<file path="config.mk">
export PLATFORM = sky130hd
export DESIGN_NAME = vga_timing_controller_flat
export DESIGN_NICKNAME = d
export VERILOG_FILES = /design/src/rtl/vga_timing_if.sv /design/src/rtl/vga_timing_controller.sv /design/src/flat_wrapper.sv
export SDC_FILE = /design/constraint.sdc
export NUM_CORES = 1
export LEC_CHECK = 0
export ABC_AREA = 1
export CORE_ASPECT_RATIO = 0.9
export CORE_MARGIN = 2
export CORE_UTILIZATION = 42
export DETAILED_ROUTE_END_ITERATION = 12
export PLACE_DENSITY = 0.66
export SYNTH_ARGS = -nofsm -noshare
export SYNTH_HDL_FRONTEND = slang
export SYNTH_SLANG_ARGS = --single-unit
</file>
<file path="constraint.sdc">
create_clock -name clk -period 2.1 [get_ports clk]
set_input_delay 0.42 -clock clk [delete_from_list [all_inputs] [get_ports clk]]
set_output_delay 0.42 -clock clk [all_outputs]
set_load 0.01 [all_outputs]
</file>
<file path="src/rtl/vga_timing_if.sv">
// Raster timing bundle between the timing controller and the pixel generator.
// The controller drives the raster outputs. The consumer side supplies the
// advance enable.
interface vga_timing_if;
  logic       en;
  logic [1:0] pixel_state;
  logic [9:0] pixel_counter;
  logic [9:0] line_counter;
  logic       active;
  logic       hsync;
  logic       vsync;
  logic       line_start;
  logic       frame_start;

  modport master (
    input  en,
    output pixel_state, pixel_counter, line_counter,
    output active, hsync, vsync, line_start, frame_start
  );

  modport slave (
    output en,
    input  pixel_state, pixel_counter, line_counter,
    input  active, hsync, vsync, line_start, frame_start
  );
endinterface

</file>
<file path="src/rtl/vga_timing_controller.sv">
// Raster timing source for the text-mode display path.
// Each pixel takes 4 clk phases, which serve as the fetch slots.
// Registered outputs are decoded from the next-state counters, so each flag
// lines up with the counter values it describes in the same cycle.
module vga_timing_controller #(
  parameter int   H_VISIBLE   = 640,
  parameter int   H_FRONT     = 16,
  parameter int   H_SYNC      = 96,
  parameter int   H_BACK      = 48,
  parameter int   V_VISIBLE   = 480,
  parameter int   V_FRONT     = 10,
  parameter int   V_SYNC      = 2,
  parameter int   V_BACK      = 33,
  parameter logic SYNC_ACTIVE = 1'b0
) (
  input logic          clk,
  input logic          rst,
  vga_timing_if.master bus
);
  localparam int H_TOTAL = H_VISIBLE + H_FRONT + H_SYNC + H_BACK;
  localparam int V_TOTAL = V_VISIBLE + V_FRONT + V_SYNC + V_BACK;

  if (H_TOTAL > 1024 || V_TOTAL > 1024) begin : g_range_check
    $fatal(1, "vga_timing_controller: H_TOTAL/V_TOTAL exceed 10-bit counter range");
  end

  localparam logic [9:0]  L_H_LAST = 10'(H_TOTAL - 1);
  localparam logic [9:0]  L_V_LAST = 10'(V_TOTAL - 1);
  // Compare in 11 bits so a sync window that ends exactly at 1024 still decodes.
  localparam logic [10:0] L_H_VIS  = 11'(H_VISIBLE);
  localparam logic [10:0] L_HS_BEG = 11'(H_VISIBLE + H_FRONT);
  localparam logic [10:0] L_HS_END = 11'(H_VISIBLE + H_FRONT + H_SYNC);
  localparam logic [10:0] L_V_VIS  = 11'(V_VISIBLE);
  localparam logic [10:0] L_VS_BEG = 11'(V_VISIBLE + V_FRONT);
  localparam logic [10:0] L_VS_END = 11'(V_VISIBLE + V_FRONT + V_SYNC);

  logic [1:0]  r_ps;
  logic [9:0]  r_pc;
  logic [9:0]  r_lc;
  logic        r_active;
  logic        r_hsync;
  logic        r_vsync;
  logic        r_line_start;
  logic        r_frame_start;

  logic [1:0]  w_ps_nxt;
  logic [9:0]  w_pc_nxt;
  logic [9:0]  w_lc_nxt;
  logic [10:0] w_pc_ext;
  logic [10:0] w_lc_ext;
  logic        w_active_nxt;
  logic        w_hsync_nxt;
  logic        w_vsync_nxt;
  logic        w_line_start_nxt;
  logic        w_frame_start_nxt;

  // Next raster position: the phase always advances, and the counters step on phase 3.
  always_comb begin
    w_ps_nxt = r_ps + 2'd1;
    w_pc_nxt = r_pc;
    w_lc_nxt = r_lc;
    if (r_ps == 2'd3) begin
      if (r_pc == L_H_LAST) begin
        w_pc_nxt = '0;
        w_lc_nxt = (r_lc == L_V_LAST) ? '0 : r_lc + 10'd1;
      end else begin
        w_pc_nxt = r_pc + 10'd1;
      end
    end
  end

  assign w_pc_ext          = {1'b0, w_pc_nxt};
  assign w_lc_ext          = {1'b0, w_lc_nxt};
  assign w_active_nxt      = (w_pc_ext < L_H_VIS) && (w_lc_ext < L_V_VIS);
  assign w_hsync_nxt       = ((w_pc_ext >= L_HS_BEG) && (w_pc_ext < L_HS_END)) ? SYNC_ACTIVE : ~SYNC_ACTIVE;
  assign w_vsync_nxt       = ((w_lc_ext >= L_VS_BEG) && (w_lc_ext < L_VS_END)) ? SYNC_ACTIVE : ~SYNC_ACTIVE;
  assign w_line_start_nxt  = (w_ps_nxt == 2'd0) && (w_pc_nxt == 10'd0);
  assign w_frame_start_nxt = w_line_start_nxt && (w_lc_nxt == 10'd0);

  // Raster state and decoded outputs. A hold keeps the state and suppresses the pulses.
  always_ff @(posedge clk or posedge rst) begin
    if (rst) begin
      r_ps          <= '0;
      r_pc          <= '0;
      r_lc          <= '0;
      r_active      <= 1'b0;
      r_hsync       <= ~SYNC_ACTIVE;
      r_vsync       <= ~SYNC_ACTIVE;
      r_line_start  <= 1'b0;
      r_frame_start <= 1'b0;
    end else if (bus.en) begin
      r_ps          <= w_ps_nxt;
      r_pc          <= w_pc_nxt;
      r_lc          <= w_lc_nxt;
      r_active      <= w_active_nxt;
      r_hsync       <= w_hsync_nxt;
      r_vsync       <= w_vsync_nxt;
      r_line_start  <= w_line_start_nxt;
      r_frame_start <= w_frame_start_nxt;
    end else begin
      r_line_start  <= 1'b0;
      r_frame_start <= 1'b0;
    end
  end

  assign bus.pixel_state   = r_ps;
  assign bus.pixel_counter = r_pc;
  assign bus.line_counter  = r_lc;
  assign bus.active        = r_active;
  assign bus.hsync         = r_hsync;
  assign bus.vsync         = r_vsync;
  assign bus.line_start    = r_line_start;
  assign bus.frame_start   = r_frame_start;
endmodule

</file>
<file path="src/flat_wrapper.sv">
// flat-port wrapper written by rule: the top's interface ports become plain ports
module vga_timing_controller_flat 
#(
  parameter int   H_VISIBLE   = 640,
  parameter int   H_FRONT     = 16,
  parameter int   H_SYNC      = 96,
  parameter int   H_BACK      = 48,
  parameter int   V_VISIBLE   = 480,
  parameter int   V_FRONT     = 10,
  parameter int   V_SYNC      = 2,
  parameter int   V_BACK      = 33,
  parameter logic SYNC_ACTIVE = 1'b0
)
  (clk, rst, bus_en, bus_pixel_state, bus_pixel_counter, bus_line_counter, bus_active, bus_hsync, bus_vsync, bus_line_start, bus_frame_start);
  vga_timing_if bus_i ();
  input logic clk;
  input logic rst;
  input wire logic [$bits(bus_i.en)-1:0] bus_en;
  output wire logic [$bits(bus_i.pixel_state)-1:0] bus_pixel_state;
  output wire logic [$bits(bus_i.pixel_counter)-1:0] bus_pixel_counter;
  output wire logic [$bits(bus_i.line_counter)-1:0] bus_line_counter;
  output wire logic [$bits(bus_i.active)-1:0] bus_active;
  output wire logic [$bits(bus_i.hsync)-1:0] bus_hsync;
  output wire logic [$bits(bus_i.vsync)-1:0] bus_vsync;
  output wire logic [$bits(bus_i.line_start)-1:0] bus_line_start;
  output wire logic [$bits(bus_i.frame_start)-1:0] bus_frame_start;
  assign bus_i.en = bus_en;
  assign bus_pixel_state = bus_i.pixel_state;
  assign bus_pixel_counter = bus_i.pixel_counter;
  assign bus_line_counter = bus_i.line_counter;
  assign bus_active = bus_i.active;
  assign bus_hsync = bus_i.hsync;
  assign bus_vsync = bus_i.vsync;
  assign bus_line_start = bus_i.line_start;
  assign bus_frame_start = bus_i.frame_start;
  vga_timing_controller #(.H_VISIBLE(H_VISIBLE), .H_FRONT(H_FRONT), .H_SYNC(H_SYNC), .H_BACK(H_BACK), .V_VISIBLE(V_VISIBLE), .V_FRONT(V_FRONT), .V_SYNC(V_SYNC), .V_BACK(V_BACK), .SYNC_ACTIVE(SYNC_ACTIVE)) u_core (.clk(clk), .rst(rst), .bus(bus_i));
endmodule
</file>
# After elaboration in Yosys (flattened, before gate mapping)
# Index checks and enable logic that the tools add are counted.
dict set report op_classes {
  reduce_logical 8
  n_eq_ne 3
  addsub 3
  order_cmp 6
  muxes 9
}
# op n
set ops {}
lappend ops {{$mux 10} 5}
lappend ops {{$add 10x1->10 const B} 2}
lappend ops {{$eq 10x10->1 const B} 2}
lappend ops {{$logic_not 10->1} 2}
lappend ops {{$lt 10x10->1 const B} 2}
lappend ops {{$lt 10x9->1 const B} 2}
lappend ops {{$ge 10x10->1 const B} 1}
lappend ops {{$ge 10x9->1 const B} 1}
lappend ops {{$logic_and 1x1->1} 5}
lappend ops {{$mux 1} 4}
lappend ops {{$add 2x1->2 const B} 1}
lappend ops {{$eq 2x2->1 const B} 1}
lappend ops {{$logic_not 2->1} 1}
dict set report totals {
  ff_bits 27
  elab_cells 37
}

# Logic depth before layout (Yosys ltp)
# Gate-level depths: netlist of the first run.
dict set report depth {
  word_depth 7
  depth_mapped 13
  depth_no_buf 12
}

# Worst setup path before layout of the first run
# OpenSTA, ideal clock, no wires.
dict set report synth_timing {
  kind {reg-to-reg}
  from {register u_core.r_lc[0] (netlist: u_core.bus.line_counter[0])}
  to {register u_core.r_active (netlist: u_core.bus.active)}
  path_slack_ps 278
  arrival_time_ps 1701
  stages_incl_launch_ff 11
  t_required_ps 1979
  setup_time_ps 121
  cell_sequence {dfrtp_1 -> ha_1 -> inv_1 -> nor3_1 -> nand2_1 -> nor2_1 -> nand3_1 -> xor2_1 -> nand3_1 -> inv_1 -> o21ai_1}
}
dict set report synth_via {
  elab_chain_cells 6
}
# item line
set synth_rtl {}
lappend synth_rtl {{start, declared} vga_timing_controller.sv:39} ;# logic [9:0] r_lc;
lappend synth_rtl {{start signal, assigned} vga_timing_controller.sv:94} ;# r_lc <= w_lc_nxt;
lappend synth_rtl {{$add 10x1->10 / $eq 10x10->1 (equally long branches)} vga_timing_controller.sv:65} ;# w_lc_nxt = (r_lc == L_V_LAST) ? '0 : r_lc + 10'd1;
lappend synth_rtl {{$mux 10} vga_timing_controller.sv:65}
lappend synth_rtl {{$mux 10} vga_timing_controller.sv:63} ;# if (r_pc == L_H_LAST) begin
lappend synth_rtl {{$mux 10 (*)} vga_timing_controller.sv:62} ;# if (r_ps == 2'd3) begin
lappend synth_rtl {{$lt 10x9->1 (*)} vga_timing_controller.sv:74} ;# assign w_active_nxt = (w_pc_ext < L_H_VIS) && (w_lc_ext < L_V_VIS);
lappend synth_rtl {{$logic_and 1x1->1 (*)} vga_timing_controller.sv:74}
lappend synth_rtl {{end signal, assigned} vga_timing_controller.sv:95} ;# r_active <= w_active_nxt;
lappend synth_rtl {{end, declared} vga_timing_controller.sv:40} ;# logic r_active;
# Mark *: on every way between the ends. The rest lies on a longest branch, timed or not.
# A chain may end at the register's enable or synchronous reset.

# Final worst setup path of the first run
dict set report layout_timing {
  from {register u_core.r_lc[1] (netlist: u_core.bus.line_counter[1])}
  to {register u_core.r_active (netlist: u_core.bus.active)}
}
# The elaborated chain is that of the path after synthesis.

==> flow_summary.toml, run 1 <==
[run_status]
status = "completed"

[die]
fp.dieW_um = 72.7
core_um2 = 4070
die-area_um2 = 4790
ios = 30
std_cell_rows = 22
initial_core_util = 0.438
die_h_um = 65.9

[synth]
yosys_warnings = 0
synth_top_area_cell = "dfrtp_1"
yosys_register_bits = 27
async_flop_share = 1.00
netlist.area_leader.share = 0.350
synth_commonest_cells = "nand2_1, inv_1, dfrtp_1, nor2_1"
synthesis.nets = 258
synth_enable_flop_cells = 0
syn_area_um2 = 1790
netlist_instances = 251
synth_most_common_cell = "nand2_1"
yosys-top-cells-area = "dfrtp_1, nand2_1, inv_1"
synth_cell_types = 33
ys_seq_area_frac = 0.380
syn_avg_cell_area_um2 = 7.11
ys.flop_type = "dfrtp_1"

[cts]
root_buffer = "clkbuf_8"
clock_path_buffers = 2
clock_latency_ps = 270
htreeDepth = 1
cts_made_buffers = 3
cts.reportedPaths.clkPinSlew_ps = 100
cts.sinks = 27
cts_tree = "yes"

[finish]
multiInputGateArea_um2 = 1010
syn2layout_area_growth_pct = 32.2
final_layout_size_suffix_gt1_frac = 0.163
fin_util = 0.579
finalInstanceArea_um2 = 2360
regArea_um2 = 678
antenna_cells = 0
nNetsFinal = 302
fillers = 394

[placement]
gp_congestion = 0.865
port_buffers = 29
dp_hpwl_mm = 3.33
detailed_place.area_um2 = 2180

[global_route]
gr-total-overflow = 0
grt_use_total = 0.196
grt_pass1_vias = 1506
grt_max_degree = 28
grt_pass1_wl_mm = 7.31
antenna_found_initial = 0

[timing]
relSlewSlack = 0.740
final-setup-viol-count = 0
fmax_mhz = 512
min_period_ps = 1950
drv_slew = 0
fin_crit_sh = 0.930
fin_setup_tns_ps = 0
finalHoldViolCount = 0
clock_skew_ps = 7.13
tightest_slew_ps = 386
fin_hold_ws_ps = 473

[pwr]
p_per_area_nw_per_um2 = 852
p_leak_nw = 1.11
ir_worst_vdd_mv = 0.644
power.total_w = 0.00201

[worst_hold_path]
holdCritPathClass = "reg -> reg"

[route]
detail-route-antenna-nets = 0
via_count = 1776
wirelength_mm = 4.47
drc = 0
drt-pass1-iter-count = 4
wl_per_cell_um = 13.1
drtIter0Drc = 190
viasPerCell = 5.19

[setup_path]
path_cells = "ha_1, inv_1, nor3_2, nand2_1, nor2_4, nand3_1, xor2_2, nand3_2, inv_1, o21ai_1"
crit_arrival_ps = 2120
critPathSlowestCell = "dfrtp_1"
critPathLaunchType = "register"
critPathMaxFanout = 5
max_stage_delay_ps = 440
endpoint_kind = "register"
critical_path.most_common_cell = "inv_1"
required_ps = 2260
criticalPathCategory = "reg -> reg"

[run]
cap_viol_max_count = 0
per-layer routing:
metal | vias to the layer above | wire length (um) | track usage
met3 | 8 | 271 | 0.0259
met4 | 0 | 55 | 0.0324
met2 | 49 | 1950 | 0.297
li1 | 899 | - | -
met5 | - | 0 | 0
met1 | 820 | 2190 | 0.303
logic make-up after synthesis:
group / synth area share
xor+xnor: 0.0245
compound gates: 0.114
simple gates: 0.358
buf+inv: 0.0953
flops: 0.380
fa+ha+maj: 0.0280
sequential cells by signal, summed over array words and instances, names as in the netlist:
register	flops
u_core.bus.line_start	1
u_core.bus.hsync	1
u_core.bus.active	1
u_core.bus.pixel_state	2
u_core.bus.pixel_counter	10
u_core.bus.vsync	1
u_core.bus.line_counter	10
u_core.bus.frame_start	1
worst paths after layout:
kind                                                        start                                     end  slack [ps]  cells after the start
max                        u_core.bus.line_counter[1]$_DFFE_PP0P_           u_core.bus.active$_DFFE_PP0P_         150                     10
min                                  u_core.bus.hsync$_DFFE_PP1P_            u_core.bus.hsync$_DFFE_PP1P_         470                      2
max reg2reg                u_core.bus.line_counter[1]$_DFFE_PP0P_           u_core.bus.active$_DFFE_PP0P_         150                     10
min reg2reg                          u_core.bus.hsync$_DFFE_PP1P_            u_core.bus.hsync$_DFFE_PP1P_         470                      2
max in group asynchronous                                     rst            u_core.bus.hsync$_DFFE_PP1P_        1290                      3
min in group asynchronous                                     rst  u_core.bus.line_counter[6]$_DFFE_PP0P_         500                      3
report_power, final:
| part | internal [W] | switching [W] | total [W] |
|---|---|---|---|
| sequential | 0.000635 | 0.000146 | 0.000780 |
| combinational | 0.000436 | 0.000491 | 0.000927 |
| clock | 0.000136 | 0.000167 | 0.000303 |
| total | 0.00121 | 0.000804 | 0.00201 |
worst max-delay path, delay by kind of cell (launching register included):
| family | cells | cell delay [ps] |
|---|---|---|
| simple gates | 5 | 690 |
| flops | 1 | 440 |
| xor+xnor | 1 | 260 |
| fa+ha+maj | 1 | 240 |
| buf+inv | 2 | 160 |
| compound gates | 1 | 60 |
timing repair:
action                     in CTS  in global routing
setup endpoints to repair       2                  5
hold buffers                    0                  0
buffers inserted                3                  3
gates resized for setup         2                 14
pin swaps                       1                  6
stage by stage:
stage / setup slack (ps) / instances
2_1_floorplan: 278 / 251
3_3_place_gp: -15.2 / 332
3_5_place_dp: -51.8 / 332
4_1_cts: 44.6 / 339
5_1_grt: -8.27 / 342
6_report: 147 / 342
placed cells by master (no fill, tap or decap), types with 2 or more instances in the layout:
cell and count:
xor2_1 3, nor2_2 3, nand2_1 68, o21ai_2 4, nand3_1 21, o211ai_1 3, nor2_4 3, o21ai_0 24
dfrtp_1 25, nor2_1 21, inv_1 33, nor3_1 2, buf_4 17, clkdlybuf4s50_1 29, clkbuf_8 3, ha_1 2
dfstp_2 2, nand4_1 7, nand3_2 5
final cells by class:
type	instances	area share
multi-input combinational	182	0.428
sequential	27	0.287
timing repair buffer	47	0.186
inverter	34	0.0541
tap	48	0.0255
clock buffer	4	0.0191
No activity file was read; power rests on OpenSTA's default activity.
==> run 2: changes to the inputs <==
- CTS_BUF_LIST: default -> sky130_fd_sc_hd__clkbuf_8 sky130_fd_sc_hd__clkbuf_16
==> flow_summary.toml, run 2 (synthesis results as in run 1) <==
[run_status]
status = "completed"

[setup_path]
required_ps = 2260
critical_path.most_common_cell = "inv_1"
criticalPathCategory = "reg -> reg"
cp.depth = 10
path_buf_inv = 2
endpoint_kind = "register"
critPathMaxFanout = 5
crit_arrival_ps = 2120
critPathLaunchType = "register"
critPathSlowestCell = "dfrtp_1"
reg2regPathDepth = 10
max_stage_delay_ps = 440
path_cells = "ha_1, inv_1, nor3_2, nand2_1, nor2_4, nand3_1, xor2_2, nand3_2, inv_1, o21ai_1"
critical-path-top-delay-family = "simple AND/OR/NAND/NOR gates"

[run]
cap_viol_max_count = 0

[finish]
final_layout_size_suffix_gt1_frac = 0.163
fillers = 394
final_cell_mix = "nand2_1, inv_1, clkdlybuf4s50_1, dfrtp_1, o21ai_0"
multiInputGateArea_um2 = 1010
antenna_cells = 0
syn2layout_area_growth_pct = 32.2
regArea_um2 = 678
fin_util = 0.579
nNetsFinal = 302
final_common_cell = "nand2_1"

[cts]
cts.sinks = 27
cts.reportedPaths.clkPinSlew_ps = 100
root_buffer = "clkbuf_8"
clock_latency_ps = 270
cts_made_buffers = 3
htreeDepth = 1
clock_path_buffers = 2
cts_tree = "yes"

[worst_hold_path]
hold_depth = 2
holdCritPathClass = "reg -> reg"

[pwr]
power.total_w = 0.00201
p_leak_nw = 1.11
ir_worst_vdd_mv = 0.644
p_per_area_nw_per_um2 = 851

[timing]
fin_crit_sh = 0.930
tightest_slew_ps = 386
drv_slew = 0
fin_setup_tns_ps = 0
fmax_mhz = 512
relSlewSlack = 0.741
min_period_ps = 1950
finalHoldViolCount = 0
clock_skew_ps = 7.53
final-setup-viol-count = 0

[route]
drc = 0
via_count = 1775
drtIter0Drc = 188
viasPerCell = 5.19
wirelength_mm = 4.47
drt-pass1-iter-count = 4
wl_per_cell_um = 13.1
detail-route-antenna-nets = 0

[die]
die_h_um = 65.9
fp.dieW_um = 72.7
initial_core_util = 0.438
die-area_um2 = 4790
core_um2 = 4070
std_cell_rows = 22
ios = 30

[placement]
gp_congestion = 0.865
port_buffers = 29
dp_hpwl_mm = 3.33

[global_route]
antenna_found_initial = 0
grt_max_degree = 28
grt_pass1_vias = 1506
grt_use_total = 0.196
grt_pass1_wl_mm = 7.31
gr-total-overflow = 0
==> run 2: cell count changes in the layout (fill, tap and decap cells not counted), sizes merged <==
cell / before / now
clkbuf: 4 / 3
inv: 34 / 35
==> run 2: area by class of cell <==
| class | count | share of cell area |
|---|---|---|
| multi-input cells | 182 | 0.428 |
| flip-flops and latches | 27 | 0.287 |
| repair buffers | 47 | 0.186 |
| inverters | 34 | 0.0541 |
| well taps | 48 | 0.0255 |
| clock buffers | 3 | 0.0175 |
| clock inverters | 1 | 0.00159 |
==> run 2: power by group <==
group	switching (W)	total [W]	internal [W]
Clock	0.000168	0.000299	0.000131
Combinational	0.000491	0.000927	0.000436
Sequential	0.000146	0.000781	0.000635
==> run 2: routing by layer <==
metal | vias to the layer above | global-route usage | share of wire
li1 | 899 | - | -
met1 | 817 | 0.303 | 0.49
met2 | 51 | 0.297 | 0.44
met3 | 8 | 0.0259 | 0.061
met4 | 0 | 0.0324 | 0.012
met5 | - | 0 | 0
==> run 2: worst register-to-register path: cells and delay by family, from the launching register on <==
| kind | cells | cell delay, ps |
|---|---|---|
| simple gates | 5 | 690 |
| flops | 1 | 440 |
| xor+xnor | 1 | 260 |
| fa+ha+maj | 1 | 240 |
| buf+inv | 2 | 160 |
| compound gates | 1 | 60 |
==> run 2: final timing paths <==
path                                                        start                                      to  slack [ps]
setup reg to reg           u_core.bus.line_counter[1]$_DFFE_PP0P_           u_core.bus.active$_DFFE_PP0P_         150
setup / recovery           u_core.bus.line_counter[1]$_DFFE_PP0P_           u_core.bus.active$_DFFE_PP0P_         150
max in group asynchronous                                     rst            u_core.bus.hsync$_DFFE_PP1P_        1290
hold / removal                       u_core.bus.hsync$_DFFE_PP1P_            u_core.bus.hsync$_DFFE_PP1P_         470
min in group asynchronous                                     rst  u_core.bus.line_counter[6]$_DFFE_PP0P_         500
hold reg to reg                      u_core.bus.hsync$_DFFE_PP1P_            u_core.bus.hsync$_DFFE_PP1P_         470
==> run 2: stage by stage <==
| stage | cell area (um2) | std cells | hold slack, ps | setup slack (ps) |
|---|---|---|---|---|
| 3_5_place_dp | 2180 | 332 | 461 | -51.8 |
| 6_report | 2360 | 342 | 473 | 147 |
| 3_3_place_gp | 2180 | 332 | 456 | -15.2 |
| 4_1_cts | 2270 | 339 | 478 | 44.5 |
| 5_1_grt | 2360 | 342 | 487 | -8.34 |
| 2_1_floorplan | 1790 | 251 | 471 | 278 |
==> run 2: what timing repair did <==
action,CTS,global route
endpoints found under the setup margin,2,5
gates resized for setup,2,14
buffers inserted,3,3
hold buffers,0,0
pin swaps,1,6
==> run 3: changes to the inputs <==
- REMOVE_ABC_BUFFERS: default -> 1
==> flow_summary.toml, run 3 (synthesis results as in run 1) <==
[cts]
cts.reportedPaths.clkPinSlew_ps = 100
htreeDepth = 1
cts_made_buffers = 3
clock_latency_ps = 280
postCtsHoldBufs = 0
root_buffer = "clkbuf_8"
cts_tree = "yes"
clock_path_buffers = 2
cts.sinks = 27

[finish]
finalInstanceArea_um2 = 2320
final_layout_size_suffix_gt1_frac = 0.155
fin_util = 0.568
fillers = 407
final_cells = 344
final_cell_mix = "nand2_1, inv_1, clkdlybuf4s50_1"
final_common_cell = "nand2_1"
nNetsFinal = 304
antenna_cells = 0
syn2layout_area_growth_pct = 29.7

[setup_path]
critPathLaunchType = "register"
critPathMaxFanout = 6
max_stage_delay_ps = 400
critPathSlowestCell = "dfrtp_1"
required_ps = 2320
endpoint_kind = "register"
crit_arrival_ps = 2220
path_cells = "ha_2, nand2_4, nor2_8, nand3_4, nor2_4, buf_4, nand3_1, nand3_2, o211ai_1, nor2_1, nand2_1, nor2_1"
critical_path.most_common_cell = "nor2_1"
criticalPathCategory = "reg -> reg"
reg2regPathDepth = 12

[global_route]
grt_pass1_wl_mm = 7.10
grt_use_total = 0.188
grt_pass1_vias = 1544
antenna_found_initial = 0
grt_max_degree = 28
gr-total-overflow = 0

[timing]
final-setup-viol-count = 0
finalHoldViolCount = 0
clock_skew_ps = 7.61
min_period_ps = 2000
tightest_slew_ps = 350
fin_crit_sh = 0.953
relSlewSlack = 0.766
fmax_mhz = 500
fin_hold_ws_ps = 475
drv_slew = 0

[die]
std_cell_rows = 22
die-area_um2 = 4790
initial_core_util = 0.438
core_um2 = 4070
die_h_um = 65.9
ios = 30
fp.dieW_um = 72.7

[route]
via_count = 1727
viasPerCell = 5.02
drc = 0
wirelength_mm = 4.23
detail-route-antenna-nets = 0
drt-pass1-iter-count = 4
wl_per_cell_um = 12.3
drtIter0Drc = 85

[worst_hold_path]
holdCritPathClass = "reg -> reg"
hold_depth = 2

[pwr]
ir_worst_vdd_mv = 0.701
p_leak_nw = 1.10
p_per_area_nw_per_um2 = 857

[placement]
dp.cells = 330
port_buffers = 29
dp_hpwl_mm = 3.18
gp_congestion = 0.853
detailed_place.area_um2 = 2170

[run_status]
status = "completed"

[run]
cap_viol_max_count = 0
-- run 3: changes by cell type in the layout (fill, tap and decap cells not counted), moves of 2 or more --
cell	previous run	this run
nor2_1	21	24
buf_4	17	20
nor2_4	3	1
nand3_1	21	23
nand3_2	5	3
-- run 3: path summary, 6_finish.rpt --
kind                                                          from                                      to  slack (ps)
setup / recovery           u_core.bus.pixel_counter[0]$_DFFE_PP0P_        u_core.bus.frame_start$_DFF_PP0_         100
setup reg to reg           u_core.bus.pixel_counter[0]$_DFFE_PP0P_        u_core.bus.frame_start$_DFF_PP0_         100
max in group asynchronous                                      rst            u_core.bus.hsync$_DFFE_PP1P_        1300
hold reg to reg                       u_core.bus.hsync$_DFFE_PP1P_            u_core.bus.hsync$_DFFE_PP1P_         470
hold / removal                        u_core.bus.hsync$_DFFE_PP1P_            u_core.bus.hsync$_DFFE_PP1P_         470
min in group asynchronous                                      rst  u_core.bus.line_counter[4]$_DFFE_PP0P_         490
-- run 3: final cells by class --
type	count	area, um2	area share
tap	48	60.1	0.0259
inverter	34	128	0.0551
timing repair buffer	49	440	0.190
clock inverter	1	7.51	0.00324
sequential	27	679	0.293
multi-input combinational	182	960	0.414
clock buffer	3	41.3	0.0178
-- run 3: layer usage --
metal / vias to the layer above / part of all wire / track usage
met5: - / 0 / 0
met4: 0 / 0.0043 / 0.0440
met3: 2 / 0.035 / 0.0366
met2: 37 / 0.45 / 0.290
met1: 784 / 0.51 / 0.271
li1: 904 / - / -
-- run 3: repair_timing --
action | 4_1_cts | 5_1_grt
buffers inserted | 0 | 10
setup endpoints to repair | 0 | 4
gates resized for setup | 0 | 7
-- run 3: power breakdown --
part           internal [W]  switching [W]
Combinational      0.000433       0.000469
Clock              0.000135       0.000169
Sequential         0.000636       0.000145
-- run 3: per-stage QoR --
stage	total power (W)	TNS [ps]	worst slack (ps)
after floorplan	0.00124	0	97.3
after global placement	0.00164	0	133
after detailed placement	0.00164	0	121
after CTS	0.00196	0	106
after global routing	0.00216	-29.8	-20.0
final	0.00199	0	98.5
-- run 3: critical path, delay by kind of cell (launching register included) --
kind,cells,cell delay [ps]
simple gates,9,1060
flops,1,400
fa+ha+maj,1,230
buf+inv,1,140
compound gates,1,90
